## src/rtl/fpu_issue_if.sv

```systemverilog
// Issue and writeback handshake bundle between decode, fpu_issue_ctrl and writeback.
//   in_*  : decode -> controller issue channel (in_ready driven by controller)
//   out_* : controller -> writeback channel (out_ready driven by writeback)
// master: decode/writeback side; slave: fpu_issue_ctrl.
interface fpu_issue_if;
    logic        in_valid;
    logic        in_ready;
    logic [3:0]  in_op;
    logic [31:0] in_a;
    logic [31:0] in_b;
    logic [4:0]  in_rd;
    logic        out_valid;
    logic        out_ready;
    logic [31:0] out_result;
    logic [4:0]  out_rd;
    logic [2:0]  out_flags;

    modport master (
        output in_valid, in_op, in_a, in_b, in_rd, out_ready,
        input  in_ready, out_valid, out_result, out_rd, out_flags
    );

    modport slave (
        input  in_valid, in_op, in_a, in_b, in_rd, out_ready,
        output in_ready, out_valid, out_result, out_rd, out_flags
    );
endinterface

```

## src/rtl/fpu_issue_ctrl.sv

```systemverilog
// Issue controller for a combinational FP ALU: accepts one op at a time, holds
// registered operands on the ALU for a per-op settle latency, captures the
// result and presents it on a valid/ready writeback port.
//   CLK, RESET_N          : clock, async active-low reset
//   io (slave)            : issue handshake in, writeback handshake out
//   falu_op/a/b           : registered drive to the FP ALU (op 4'hF when idle)
//   falu_result/exc/ovf/unf : FP ALU outputs, sampled only at capture
//   flush                 : kills the in-flight op (ignored when idle)
//   flags_clr             : clears sticky_flags
//   sticky_flags          : accumulated {exc,ovf,unf} of completed ops
//   busy                  : controller not idle
//   op_count              : number of completed writeback handshakes
module fpu_issue_ctrl #(
    parameter int unsigned LAT_ADD = 2,
    parameter int unsigned LAT_MUL = 3,
    parameter int unsigned LAT_DIV = 6
) (
    input  logic        CLK,
    input  logic        RESET_N,
    fpu_issue_if.slave  io,
    output logic [3:0]  falu_op,
    output logic [31:0] falu_a,
    output logic [31:0] falu_b,
    input  logic [31:0] falu_result,
    input  logic        falu_exc,
    input  logic        falu_ovf,
    input  logic        falu_unf,
    input  logic        flush,
    input  logic        flags_clr,
    output logic [2:0]  sticky_flags,
    output logic        busy,
    output logic [31:0] op_count
);
    localparam int unsigned OP_W   = 4;
    localparam int unsigned DATA_W = 32;
    localparam int unsigned RD_W   = 5;
    localparam int unsigned FLAG_W = 3;
    localparam int unsigned CNT_W  = 4;

    localparam logic [OP_W-1:0]   OP_IDLE   = 4'hF;
    localparam logic [FLAG_W-1:0] FLAGS_ILL = 3'b100;

    typedef enum logic [1:0] {IDLE, EXEC, DONE} state_t;

    state_t              state, state_d;
    logic [CNT_W-1:0]    cnt, cnt_d;
    logic [OP_W-1:0]     op_d;
    logic [DATA_W-1:0]   a_d, b_d;
    logic [RD_W-1:0]     rd_q, rd_d;
    logic                valid_d;
    logic [DATA_W-1:0]   result_d;
    logic [RD_W-1:0]     out_rd_d;
    logic [FLAG_W-1:0]   flags_d;
    logic [FLAG_W-1:0]   sticky_d;
    logic [DATA_W-1:0]   count_d;
    logic                in_ready_c;
    logic                accept_c;
    logic                hs_c;
    logic                flush_c;

    // Settle latency minus one, loaded into cnt on accept; illegal ops settle in one cycle.
    function automatic logic [CNT_W-1:0] lat_m1(input logic [OP_W-1:0] op);
        case (op)
            4'd0, 4'd1: return CNT_W'(LAT_ADD - 1);
            4'd2:       return CNT_W'(LAT_MUL - 1);
            4'd3:       return CNT_W'(LAT_DIV - 1);
            default:    return '0;
        endcase
    endfunction

    assign io.in_ready = in_ready_c;
    assign busy        = (state != IDLE);

    // Next-state and next-value logic.
    always_comb begin
        state_d    = state;
        cnt_d      = cnt;
        op_d       = falu_op;
        a_d        = falu_a;
        b_d        = falu_b;
        rd_d       = rd_q;
        valid_d    = io.out_valid;
        result_d   = io.out_result;
        out_rd_d   = io.out_rd;
        flags_d    = io.out_flags;
        sticky_d   = sticky_flags;
        count_d    = op_count;
        in_ready_c = 1'b0;
        accept_c   = 1'b0;
        hs_c       = 1'b0;
        flush_c    = flush && (state != IDLE);

        case (state)
            IDLE:    in_ready_c = 1'b1;
            DONE:    in_ready_c = io.out_ready;
            default: in_ready_c = 1'b0;
        endcase

        if (flush_c) begin
            // Flush overrides everything: drop the op, no accept, no bookkeeping.
            state_d = IDLE;
            valid_d = 1'b0;
            op_d    = OP_IDLE;
            cnt_d   = '0;
        end else begin
            hs_c     = (state == DONE) && io.out_ready;
            accept_c = io.in_valid && in_ready_c;

            if (state == EXEC) begin
                if (cnt == '0) begin
                    state_d  = DONE;
                    valid_d  = 1'b1;
                    out_rd_d = rd_q;
                    if (falu_op[3:2] != 2'b00) begin
                        result_d = '0;
                        flags_d  = FLAGS_ILL;
                    end else begin
                        result_d = falu_result;
                        flags_d  = {falu_exc, falu_ovf, falu_unf};
                    end
                end else begin
                    cnt_d = cnt - CNT_W'(1);
                end
            end

            if (hs_c) begin
                state_d = IDLE;
                valid_d = 1'b0;
                op_d    = OP_IDLE;
                count_d = op_count + DATA_W'(1);
            end

            if (accept_c) begin
                state_d = EXEC;
                op_d    = io.in_op;
                a_d     = io.in_a;
                b_d     = io.in_b;
                rd_d    = io.in_rd;
                cnt_d   = lat_m1(io.in_op);
            end

            // Clear takes effect before the OR of a coincident handshake.
            if (flags_clr) begin
                sticky_d = hs_c ? io.out_flags : '0;
            end else if (hs_c) begin
                sticky_d = sticky_flags | io.out_flags;
            end
        end
    end

    // State and datapath registers.
    always_ff @(posedge CLK or negedge RESET_N) begin
        if (!RESET_N) begin
            state         <= IDLE;
            cnt           <= '0;
            falu_op       <= OP_IDLE;
            falu_a        <= '0;
            falu_b        <= '0;
            rd_q          <= '0;
            io.out_valid  <= 1'b0;
            io.out_result <= '0;
            io.out_rd     <= '0;
            io.out_flags  <= '0;
            sticky_flags  <= '0;
            op_count      <= '0;
        end else begin
            state         <= state_d;
            cnt           <= cnt_d;
            falu_op       <= op_d;
            falu_a        <= a_d;
            falu_b        <= b_d;
            rd_q          <= rd_d;
            io.out_valid  <= valid_d;
            io.out_result <= result_d;
            io.out_rd     <= out_rd_d;
            io.out_flags  <= flags_d;
            sticky_flags  <= sticky_d;
            op_count      <= count_d;
        end
    end
endmodule
```

## src/flat_wrapper.sv

```systemverilog
// flat-port wrapper written by rule: the top's interface ports become plain ports
module fpu_issue_ctrl_flat 
#(
    parameter int unsigned LAT_ADD = 2,
    parameter int unsigned LAT_MUL = 3,
    parameter int unsigned LAT_DIV = 6
)
  (CLK, RESET_N, falu_op, falu_a, falu_b, falu_result, falu_exc, falu_ovf, falu_unf, flush, flags_clr, sticky_flags, busy, op_count, io_in_valid, io_in_op, io_in_a, io_in_b, io_in_rd, io_out_ready, io_in_ready, io_out_valid, io_out_result, io_out_rd, io_out_flags);
  fpu_issue_if io_i ();
  input  logic CLK;
  input  logic RESET_N;
  output logic [3:0] falu_op;
  output logic [31:0] falu_a;
  output logic [31:0] falu_b;
  input  logic [31:0] falu_result;
  input  logic falu_exc;
  input  logic falu_ovf;
  input  logic falu_unf;
  input  logic flush;
  input  logic flags_clr;
  output logic [2:0] sticky_flags;
  output logic busy;
  output logic [31:0] op_count;
  input wire logic [$bits(io_i.in_valid)-1:0] io_in_valid;
  input wire logic [$bits(io_i.in_op)-1:0] io_in_op;
  input wire logic [$bits(io_i.in_a)-1:0] io_in_a;
  input wire logic [$bits(io_i.in_b)-1:0] io_in_b;
  input wire logic [$bits(io_i.in_rd)-1:0] io_in_rd;
  input wire logic [$bits(io_i.out_ready)-1:0] io_out_ready;
  output wire logic [$bits(io_i.in_ready)-1:0] io_in_ready;
  output wire logic [$bits(io_i.out_valid)-1:0] io_out_valid;
  output wire logic [$bits(io_i.out_result)-1:0] io_out_result;
  output wire logic [$bits(io_i.out_rd)-1:0] io_out_rd;
  output wire logic [$bits(io_i.out_flags)-1:0] io_out_flags;
  assign io_i.in_valid = io_in_valid;
  assign io_i.in_op = io_in_op;
  assign io_i.in_a = io_in_a;
  assign io_i.in_b = io_in_b;
  assign io_i.in_rd = io_in_rd;
  assign io_i.out_ready = io_out_ready;
  assign io_in_ready = io_i.in_ready;
  assign io_out_valid = io_i.out_valid;
  assign io_out_result = io_i.out_result;
  assign io_out_rd = io_i.out_rd;
  assign io_out_flags = io_i.out_flags;
  fpu_issue_ctrl #(.LAT_ADD(LAT_ADD), .LAT_MUL(LAT_MUL), .LAT_DIV(LAT_DIV)) u_core (.CLK(CLK), .RESET_N(RESET_N), .io(io_i), .falu_op(falu_op), .falu_a(falu_a), .falu_b(falu_b), .falu_result(falu_result), .falu_exc(falu_exc), .falu_ovf(falu_ovf), .falu_unf(falu_unf), .flush(flush), .flags_clr(flags_clr), .sticky_flags(sticky_flags), .busy(busy), .op_count(op_count));
endmodule
```

## config.mk

```make
export PLATFORM = sky130hd
export DESIGN_NAME = fpu_issue_ctrl_flat
export DESIGN_NICKNAME = d
export VERILOG_FILES = /design/src/rtl/fpu_issue_if.sv /design/src/rtl/fpu_issue_ctrl.sv /design/src/flat_wrapper.sv
export SDC_FILE = /design/constraint.sdc
export NUM_CORES = 1
export LEC_CHECK = 0
export CAP_MARGIN = 20
export CORE_ASPECT_RATIO = 1.4
export CORE_MARGIN = 1.5
export CORE_UTILIZATION = 44
export CTS_BUF_LIST = sky130_fd_sc_hd__clkbuf_16
export DETAILED_ROUTE_END_ITERATION = 7
export MAX_ROUTING_LAYER = met4
export PLACE_DENSITY = 0.83
export SYNTH_ARGS = -nofsm -noshare
export SYNTH_HDL_FRONTEND = slang
export SYNTH_SLANG_ARGS = --single-unit
```

## constraint.sdc

```tcl
create_clock -name CLK -period 2.15 [get_ports CLK]
set_clock_uncertainty 0.2 [all_clocks]
set_input_delay 0.3225 -clock CLK [delete_from_list [all_inputs] [get_ports CLK]]
set_output_delay 0.3225 -clock CLK [all_outputs]
set_load 0.02 [all_outputs]
```

Word-level counts from Yosys, hierarchy flattened
Index checks and enable logic that the tools add are counted.

word-level totals
  output and inout port bits = 146
  flip-flop bits (word level) = 155
  bits of input ports = 114
  word-level logic and storage cells = 68

cells by class
  add/subtract/negate cells = 2
  mux-type cells = 23
  eq/ne operators = 6
  reductions and logical operators = 23
  bitwise gates (word level) = 2

operator list
  kind                                                   count
  adder 32 x 1 -> 32 bit, second input constant          1
  two-way mux 32 bit                                     1
  two-way mux 4 bit                                      7
  two-way mux 3 bit                                      4
  AND reduction 2 bit                                    6
  nonzero test 3 bit                                     4
  two-way mux 2 bit                                      5
  one-hot mux 3 bit (3 select lines)                     1
  equality test 4 x 2 -> 1 bit, second input constant    2
  logical NOT 4 bit                                      2
  nonzero test 4 bit                                     2
  nonzero test 2 bit                                     3
  equality test 4 x 1 -> 1 bit, second input constant    1
  two-way mux 1 bit                                      4
  subtractor 4 x 1 -> 4 bit, second input constant       1
  logical AND 1 bit                                      3
  inequality test 3 x 1 -> 1 bit, second input constant  1
  OR 3 bit                                               1
  AND reduction 3 bit                                    1
  equality test 2 x 1 -> 1 bit, second input constant    1
  equality test 2 bit, second input constant             1
  logical NOT 2 bit                                      1
  one-hot mux 1 bit (2 select lines)                     1
  OR reduction 2 bit                                     1
  inverter 1 bit                                         1

Depth between registers and ports, before layout
Gate-level depths: netlist of the first run.

  depth in word-level cells = 6
  gate-level depth with buffers = 8
  mapped depth without buffers = 6

Worst setup path before layout of the first run
OpenSTA, ideal clock, no wires.

  kind = register -> register
  from = register u_core.cnt[0]
  to = register u_core.cnt[0]
  arrival = 1.580 ns
  buffers on the path = 0
  clock period less this slack = 1.884 ns
  data required time = 1.846 ns
  setup slack = 0.266 ns
  setup time = 0.104 ns
  cell stages (with the launch flop) = 7
  path through = dfrtp_1 inv_1 ha_1 or3b_4 o211a_1 xnor2_1 a221oi_1

between the ends
  cells in the longest elaborated chain, start to end = 5
  elaborated cells between the ends (all ways) = 8
  classes of those cells = add/sub: 1; eq/ne: 1; mux: 4; reduce/logical: 2

ends and longest elaborated chain
  element                    RTL line               RTL
  start: declaration         fpu_issue_ctrl.sv:46   logic [CNT_W-1:0] cnt, cnt_d;
  start signal: assignment   fpu_issue_ctrl.sv:168  cnt <= cnt_d;
  subtractor 4 x 1 -> 4 bit  fpu_issue_ctrl.sv:122  cnt_d = cnt - CNT_W'(1);
  two-way mux 4 bit          fpu_issue_ctrl.sv:110  if (cnt == '0) begin
  two-way mux 4 bit          fpu_issue_ctrl.sv:109  if (state == EXEC) begin
  two-way mux 4 bit          fpu_issue_ctrl.sv:133  if (accept_c) begin
  two-way mux 4 bit          fpu_issue_ctrl.sv:99   if (flush_c) begin

Parallel ways exist; a longest one is shown, timed or not. The select of a mux whose other input is x is not followed.
A chain may end at the register's enable or synchronous reset.

Final worst setup path of the first run
  from = register u_core.falu_op[0]
  to = output port falu_op[0]

RTL lines
  element                   RTL line               RTL
  start: declaration        fpu_issue_ctrl.sv:21   output logic [3:0] falu_op,
  start signal: assignment  fpu_issue_ctrl.sv:169  falu_op <= op_d;
  end: declaration          flat_wrapper.sv:12     output logic [3:0] falu_op;

No word-level cell between the ends.

==> metrics.yaml, run 1 <==
worst_setup_path:
  slowest_delay_ps: 610
  cpLargestDelayFamily: "buffers and inverters"
  slowest_stage: "clkdlybuf4s50_1"
  crit_buf_inv: 1
  cp.arrival_ps: 1570
  crit_path_cell_trace: "clkdlybuf4s50_1"
  critPathLaunchType: "register"
  critical_path_class: "register to output port"
  crit_path_end_kind: "output port"
  critical_path.max_fanout: 2
  worstPathRequired_ps: 1630
sta:
  fin_crit_ps: 2090
  hold_viol_final: 0
  relSlewSlack: 0.675
  hold_slack_ps: 217
  layout_setup_ws_ps: 59.7
  drv_slew: 0
  grt_setup_unrepaired: "false"
  setup_tns_ps: 0
  clock.fmax_mhz: 478
  finalCritPeriodShare: 0.972
  setup_viol: 0
  worst-slew-pin-transition_ps: 487
logic_synthesis:
  ys_ff_latch: 155
  syn_nets: 627
  synth_area_um2: 6770
  synth_flop_cell: "dfrtp_1"
  ys_types: 59
  syn_inst: 510
  synth_edf_count: 0
  yosys.area.top_type: "dfrtp_1"
  synth_top_area_frac: 0.558
  syn_avg_cell_area_um2: 13.3
  ys_warn_count: 0
  async_reset_ff_frac: 1.00
  synth-seq-area-share: 0.574
  synth.area.top_cells: "dfrtp_1 56%, mux2_4 15%, nand2_1 4.6%, xnor2_1 3.5%, o21ai_0 2.7%"
global_route:
  busiest_layer: "met2"
  grt_overflow_total: 0
  grt_max_degree: 53
  grt_util_all_layers: 0.234
  grt_pass1_wl_mm: 28.2
  grt_pass1_vias: 5557
  use_met3: 0.0658
  gr-usage-met1: 0.265
  grt_antenna_before_repair: 0
  grt_util_met2: 0.391
power:
  p_leak_nw: 4.53
  ir_drop_mv: 0.854
  p_per_area_nw_per_um2: 1330
clock_network:
  tritoncts: "built"
  clkLatencyLatePin_ps: 420
  clock_path_buffers: 2
  ctsRootBufferMaster: "clkbuf_16"
  cts_htree_levels: 4
  clock-sinks: 155
  cts-buffers-inserted: 17
  clkSlewWorstSetupHoldPaths_ps: 60
worst_hold_path:
  hold_path_class: "input pin to async pin"
layout:
  design_area_um2: 10300
  drive_above_1_share: 0.204
  antenna_cells: 0
  layout.cells.non_filler: 1005
  final_nets: 917
  area_growth_pct: 52.5
floorplanning:
  die_w_um: 108
  initial_core_util: 0.450
  io_pins: 260
  die_y_um: 150
  core.rowCount: 53
  core_um2: 15100
  dieArea_um2: 16100
route:
  vias_per_cell: 5.11
  drc: 0
  vias: 5136
  firstDrtPassIters: 7
  ant_nets: 0
  routed_wl_mm: 17.8
  drt_iter0_markers: 184
  wl_per_cell_um: 17.7
place:
  dp_slack_ps: -57.4
  routabilityCongestion: 0.909
  port_buffers: 259
  dpl.cell_count: 970
  place_hpwl_mm: 13.2
  postPlaceCellArea_um2: 9690
flow_run:
  drv_cap: 0
outcome:
  status: "finished, final reports clean"
power by group:
part / internal (W) / total, W / switching (W) / leakage (nW)
logic: 0.00340 / 0.00620 / 0.00280 / 2.28
registers: 0.00391 / 0.00458 / 0.000663 / 1.97
clock network: 0.00173 / 0.00297 / 0.00124 / 0.281
registers in the layout, indices dropped and copies added (netlist names):
name	flops
u_core.cnt	4
u_core.io.out_flags	3
u_core.state	2
u_core.falu_b	32
u_core.io.out_result	32
u_core.op_count	32
u_core.falu_a	32
u_core.sticky_flags	3
u_core.rd_q	5
u_core.io.out_valid	1
u_core.io.out_rd	5
u_core.falu_op	4
synthesized netlist by cell type, types with 2 or more instances:
library cell / instances
xnor2_1: 27
buf_6: 4
buf_2: 7
a21oi_1: 4
nor4_1: 2
ha_1: 3
mux2_2: 8
nor3_1: 3
buf_12: 6
a22oi_1: 2
nand2_1: 83
and4_1: 4
nand4_1: 11
nand3_1: 14
inv_1: 5
and3_1: 4
dfrtp_1: 151
o31ai_1: 2
dfstp_2: 4
a22o_1: 3
and2_1: 2
nor2_1: 10
o22a_1: 5
o21ai_0: 37
buf_4: 2
clkbuf_1: 5
xor2_1: 4
nand2b_1: 2
mux2_4: 66
per-stage QoR:
stage	utilization	power [W]
finish	0.686	0.0137
global route	0.686	0.0144
CTS	0.683	0.0138
detailed placement	0.644	0.0107
global placement	0.644	0.0105
floorplan	-	0.00807
cells by family (layout without fill, tap and decap cells):
logic type	Yosys count	count (layout)	share of synthesized area
adders and majority gates	3	3	0.00555
muxes	75	75	0.161
xor gates and xnor gates	32	32	0.0425
AOI/OAI and AO/OA	65	65	0.0621
DFF	155	155	0.574
buffers and inverters	32	335	0.0407
and+or+nand+nor	148	148	0.114
final timing paths:
| kind | startpoint | to | slack [ps] | cells after the start |
|---|---|---|---|---|
| setup / recovery | u_core.falu_op[0] | falu_op[0] | 60 | 1 |
| hold / removal | RESET_N | u_core.falu_b[4] | 220 | 2 |
| setup reg to reg | u_core.cnt[0] | u_core.cnt[0] | 130 | 6 |
| hold reg to reg | u_core.op_count[31] | u_core.op_count[31] | 280 | 1 |
| max in group asynchronous | RESET_N | u_core.falu_a[30] | 880 | 3 |
| min in group CLK | falu_result[19] | u_core.io.out_result[19] | 250 | 3 |
area by class of cell:
class,instances,area (µm²)
clock buffer,17,425
sequential,155,3880
tap,192,240
inverter,7,30.0
multi-input combinational,323,2630
clock inverter,15,163
timing repair buffer,296,2950
fill,1028,4730
placed cells by master, fill, tap and decap left out, types with 3 or more instances in the layout:
cell,synthesis,final
o21ai_0,37,37
inv_1,5,5
dfrtp_1,151,150
clkbuf_16,0,17
nand3_1,14,13
and3_1,4,4
clkinv_4,0,3
xor2_1,4,4
buf_4,2,30
dfstp_2,4,4
buf_12,6,6
a22o_1,3,3
o22a_1,5,5
clkdlybuf4s50_1,0,254
inv_6,0,5
a21oi_1,4,4
nor3_1,3,3
mux2_4,66,66
xnor2_1,27,27
nor2_1,10,9
mux2_2,8,8
clkinvlp_4,0,4
ha_1,3,3
and4_1,4,4
nand2_1,83,83
nand4_1,11,11
layer usage:
metal | wire length [µm] | vias up
met5 | 0 | -
met4 | 529 | 0
met3 | 1310 | 49
met2 | 9180 | 252
met1 | 6760 | 2481
li1 | - | 2354
timing repair:
item | 4_1_cts | 5_1_grt
buffers inserted | 0 | 2
gates resized for setup | 3 | 5
hold endpoints to repair | 44 | 0
hold buffers | 1 | 0
pin swaps | 0 | 1
setup endpoints to repair | 2 | 9
No activity file was read; power rests on OpenSTA's default activity.
==> inputs of run 2 (changes only) <==
- CORE_UTILIZATION: 44 -> 40
- PLACE_DENSITY: 0.83 -> 0.77
==> metrics.yaml, run 2 (synthesis gave the netlist of run 1 again) <==
layout:
  ff_latch_area_um2: 3880  # unchanged
  final_common_cell: "clkdlybuf4s50_1"  # unchanged
  fill_cells: 1298  # was 1028
  multi_input_area_um2: 2620  # was 2630 µm²
  final_nets: 909  # was 917
  post-route-util: 0.615  # was 0.686
  antenna_cells: 0  # unchanged
  area_growth_pct: 51.6  # was 52.5%
  design_area_um2: 10300  # about the same
  final_cell_mix: "253 x clkdlybuf4s50_1, 150 x dfrtp_1, 83 x nand2_1"  # was 254 x clkdlybuf4s50_1, 150 x dfrtp_1, 83 x nand2_1
  drive_above_1_share: 0.195  # was 0.204
global_route:
  grt_antenna_before_repair: 0  # unchanged
  grt_max_degree: 54  # was 53
  grt_util_all_layers: 0.212  # was 0.234
  grt_pass1_vias: 5583  # was 5557
  grt_overflow_total: 0  # unchanged
  grt_pass1_wl_mm: 28.5  # was 28.2 mm
floorplanning:
  die_w_um: 113  # was 108 µm
  core_um2: 16700  # was 15100 µm²
  initial_core_util: 0.406  # was 0.450
  die_y_um: 157  # was 150 µm
  io_pins: 260  # unchanged
  core.rowCount: 56  # was 53
  dieArea_um2: 17700  # was 16100 µm²
sta:
  worst-slew-pin-transition_ps: 539  # was 487 ps
  hold_viol_final: 0  # unchanged
  fin_crit_ps: 2080  # was 2090 ps
  clock.fmax_mhz: 481  # was 478 MHz
  hold_slack_ps: 240  # was 217 ps
  finalCritPeriodShare: 0.966  # was 0.972
  grt_setup_unrepaired: "false"  # unchanged
  drv_slew: 0  # unchanged
  relSlewSlack: 0.641  # was 0.675
  setup_viol: 0  # unchanged
route:
  firstDrtPassIters: 4  # was 7
  vias_per_cell: 5.01  # was 5.11
  drc: 0  # unchanged
  drt_iter0_markers: 170  # was 184
  vias: 5051  # was 5136
  routed_wl_mm: 17.6  # was 17.8 mm
  ant_nets: 0  # unchanged
  wl_per_cell_um: 17.5  # was 17.7 µm
clock_network:
  tritoncts: "built"  # unchanged
  cts_htree_levels: 4  # unchanged
  ctsRootBufferMaster: "clkbuf_16"  # unchanged
  clock_path_buffers: 2  # unchanged
  cts-buffers-inserted: 17  # unchanged
  clock-sinks: 155  # unchanged
  clkLatencyLatePin_ps: 430  # was 420 ps
  clkSlewWorstSetupHoldPaths_ps: 70  # was 60 ps
power:
  p_switching_w: 0.00468  # was 0.00471 W
  combPwrFrac: 0.450  # was 0.451
  p_leak_nw: 4.51  # was 4.53 nW
  p_per_area_nw_per_um2: 1320  # was 1330 nW/µm²
  ir_drop_mv: 0.561  # was 0.854 mV
  power_w: 0.0135  # was 0.0137 W
  p_int_w: 0.00886  # was 0.00904 W
  clockPowerShare: 0.213  # was 0.216
  pwr-share-seq: 0.337  # was 0.333
  p_sw_frac: 0.346  # was 0.342
place:
  postPlaceCellArea_um2: 9690  # about the same
  routabilityCongestion: 0.838  # was 0.909
  place_hpwl_mm: 13.2  # about the same
  port_buffers: 259  # unchanged
worst_setup_path:
  cp.arrival_ps: 2200  # was 1570 ps
  critical_path.max_fanout: 5  # was 2
  ff2ff_path_depth: 6  # unchanged
  crit_path_end_kind: "register"  # was output port
  critPathLaunchType: "register"  # unchanged
  critical_path_class: "register to register"  # was register to output port
  worstPathRequired_ps: 2270  # was 1630 ps
flow_run:
  drv_cap: 0  # unchanged
outcome:
  status: "finished, final reports clean"  # unchanged
worst_hold_path:
  hold_path_class: "input pin to async pin"  # unchanged
-- run 2: cell types whose count changed in the layout (fill, tap and decap cells not counted), sizes merged --
cell	before	now
buf	37	29
bufinv	2	1
clkdlybuf4s50	254	253
clkinv	5	6
clkinvlp	4	3
dlygate4sd2	2	4
dlymetal6s2s	2	1
inv	11	12
-- run 2: worst max-delay path, stage by stage (launching register included) --
cell and delay [ps]:
dfrtp_1 430, inv_1 100, ha_1 160, or3b_4 410, o211a_1 260, xnor2_1 130, a221oi_1 280
-- run 2: layer usage --
metal	routed length [µm]	GRT usage	up-vias
met2	9260	0.366	215
met5	0	-	-
met4	564	0.0911	0
met3	1200	0.0581	43
met1	6600	0.229	2466
li1	-	-	2327
-- run 2: worst paths after layout --
path	from	end	slack [ps]
max	u_core.cnt[0]	u_core.cnt[0]	70
min	RESET_N	u_core.falu_b[5]	240
max reg2reg	u_core.cnt[0]	u_core.cnt[0]	70
min reg2reg	u_core.op_count[31]	u_core.op_count[31]	270
max in group asynchronous	RESET_N	u_core.falu_b[1]	840
min in group CLK	falu_result[7]	u_core.io.out_result[7]	240
-- run 2: what timing repair did --
item	in CTS	in global routing
resized for setup	6	1
setup buffers	0	0
hold buffers	1	0
endpoints found under the setup margin	4	1
hold endpoints to repair	46	0
-- run 2: area by class of cell --
cell class / instances / area share
multi-input cells: 323 / 0.255
clock buffers: 17 / 0.0415
flip-flops and latches: 155 / 0.379
inverters: 7 / 0.00268
well taps: 203 / 0.0248
clock inverters: 15 / 0.0137
repair buffers: 288 / 0.284
-- run 2: power by group through the flow --
stage               registers, W  logic (W)  clock network (W)
floorplan                0.00554    0.00253                  0
global placement         0.00453    0.00599                  0
detailed placement       0.00459    0.00613                  0
CTS                      0.00456    0.00613            0.00296
global route             0.00468    0.00643            0.00308
finish                   0.00457    0.00609            0.00289
-- run 2: per-stage QoR --
stage / worst slack (ps) / std cells / TNS, ps
4_1_cts: 38.7 / 1008 / 0
3_3_place_gp: -7.54 / 975 / -7.54
3_5_place_dp: -65.4 / 975 / -1790
2_1_floorplan: 266 / 510 / 0
5_1_grt: 12.3 / 1008 / 0
6_report: 72.3 / 1008 / 0
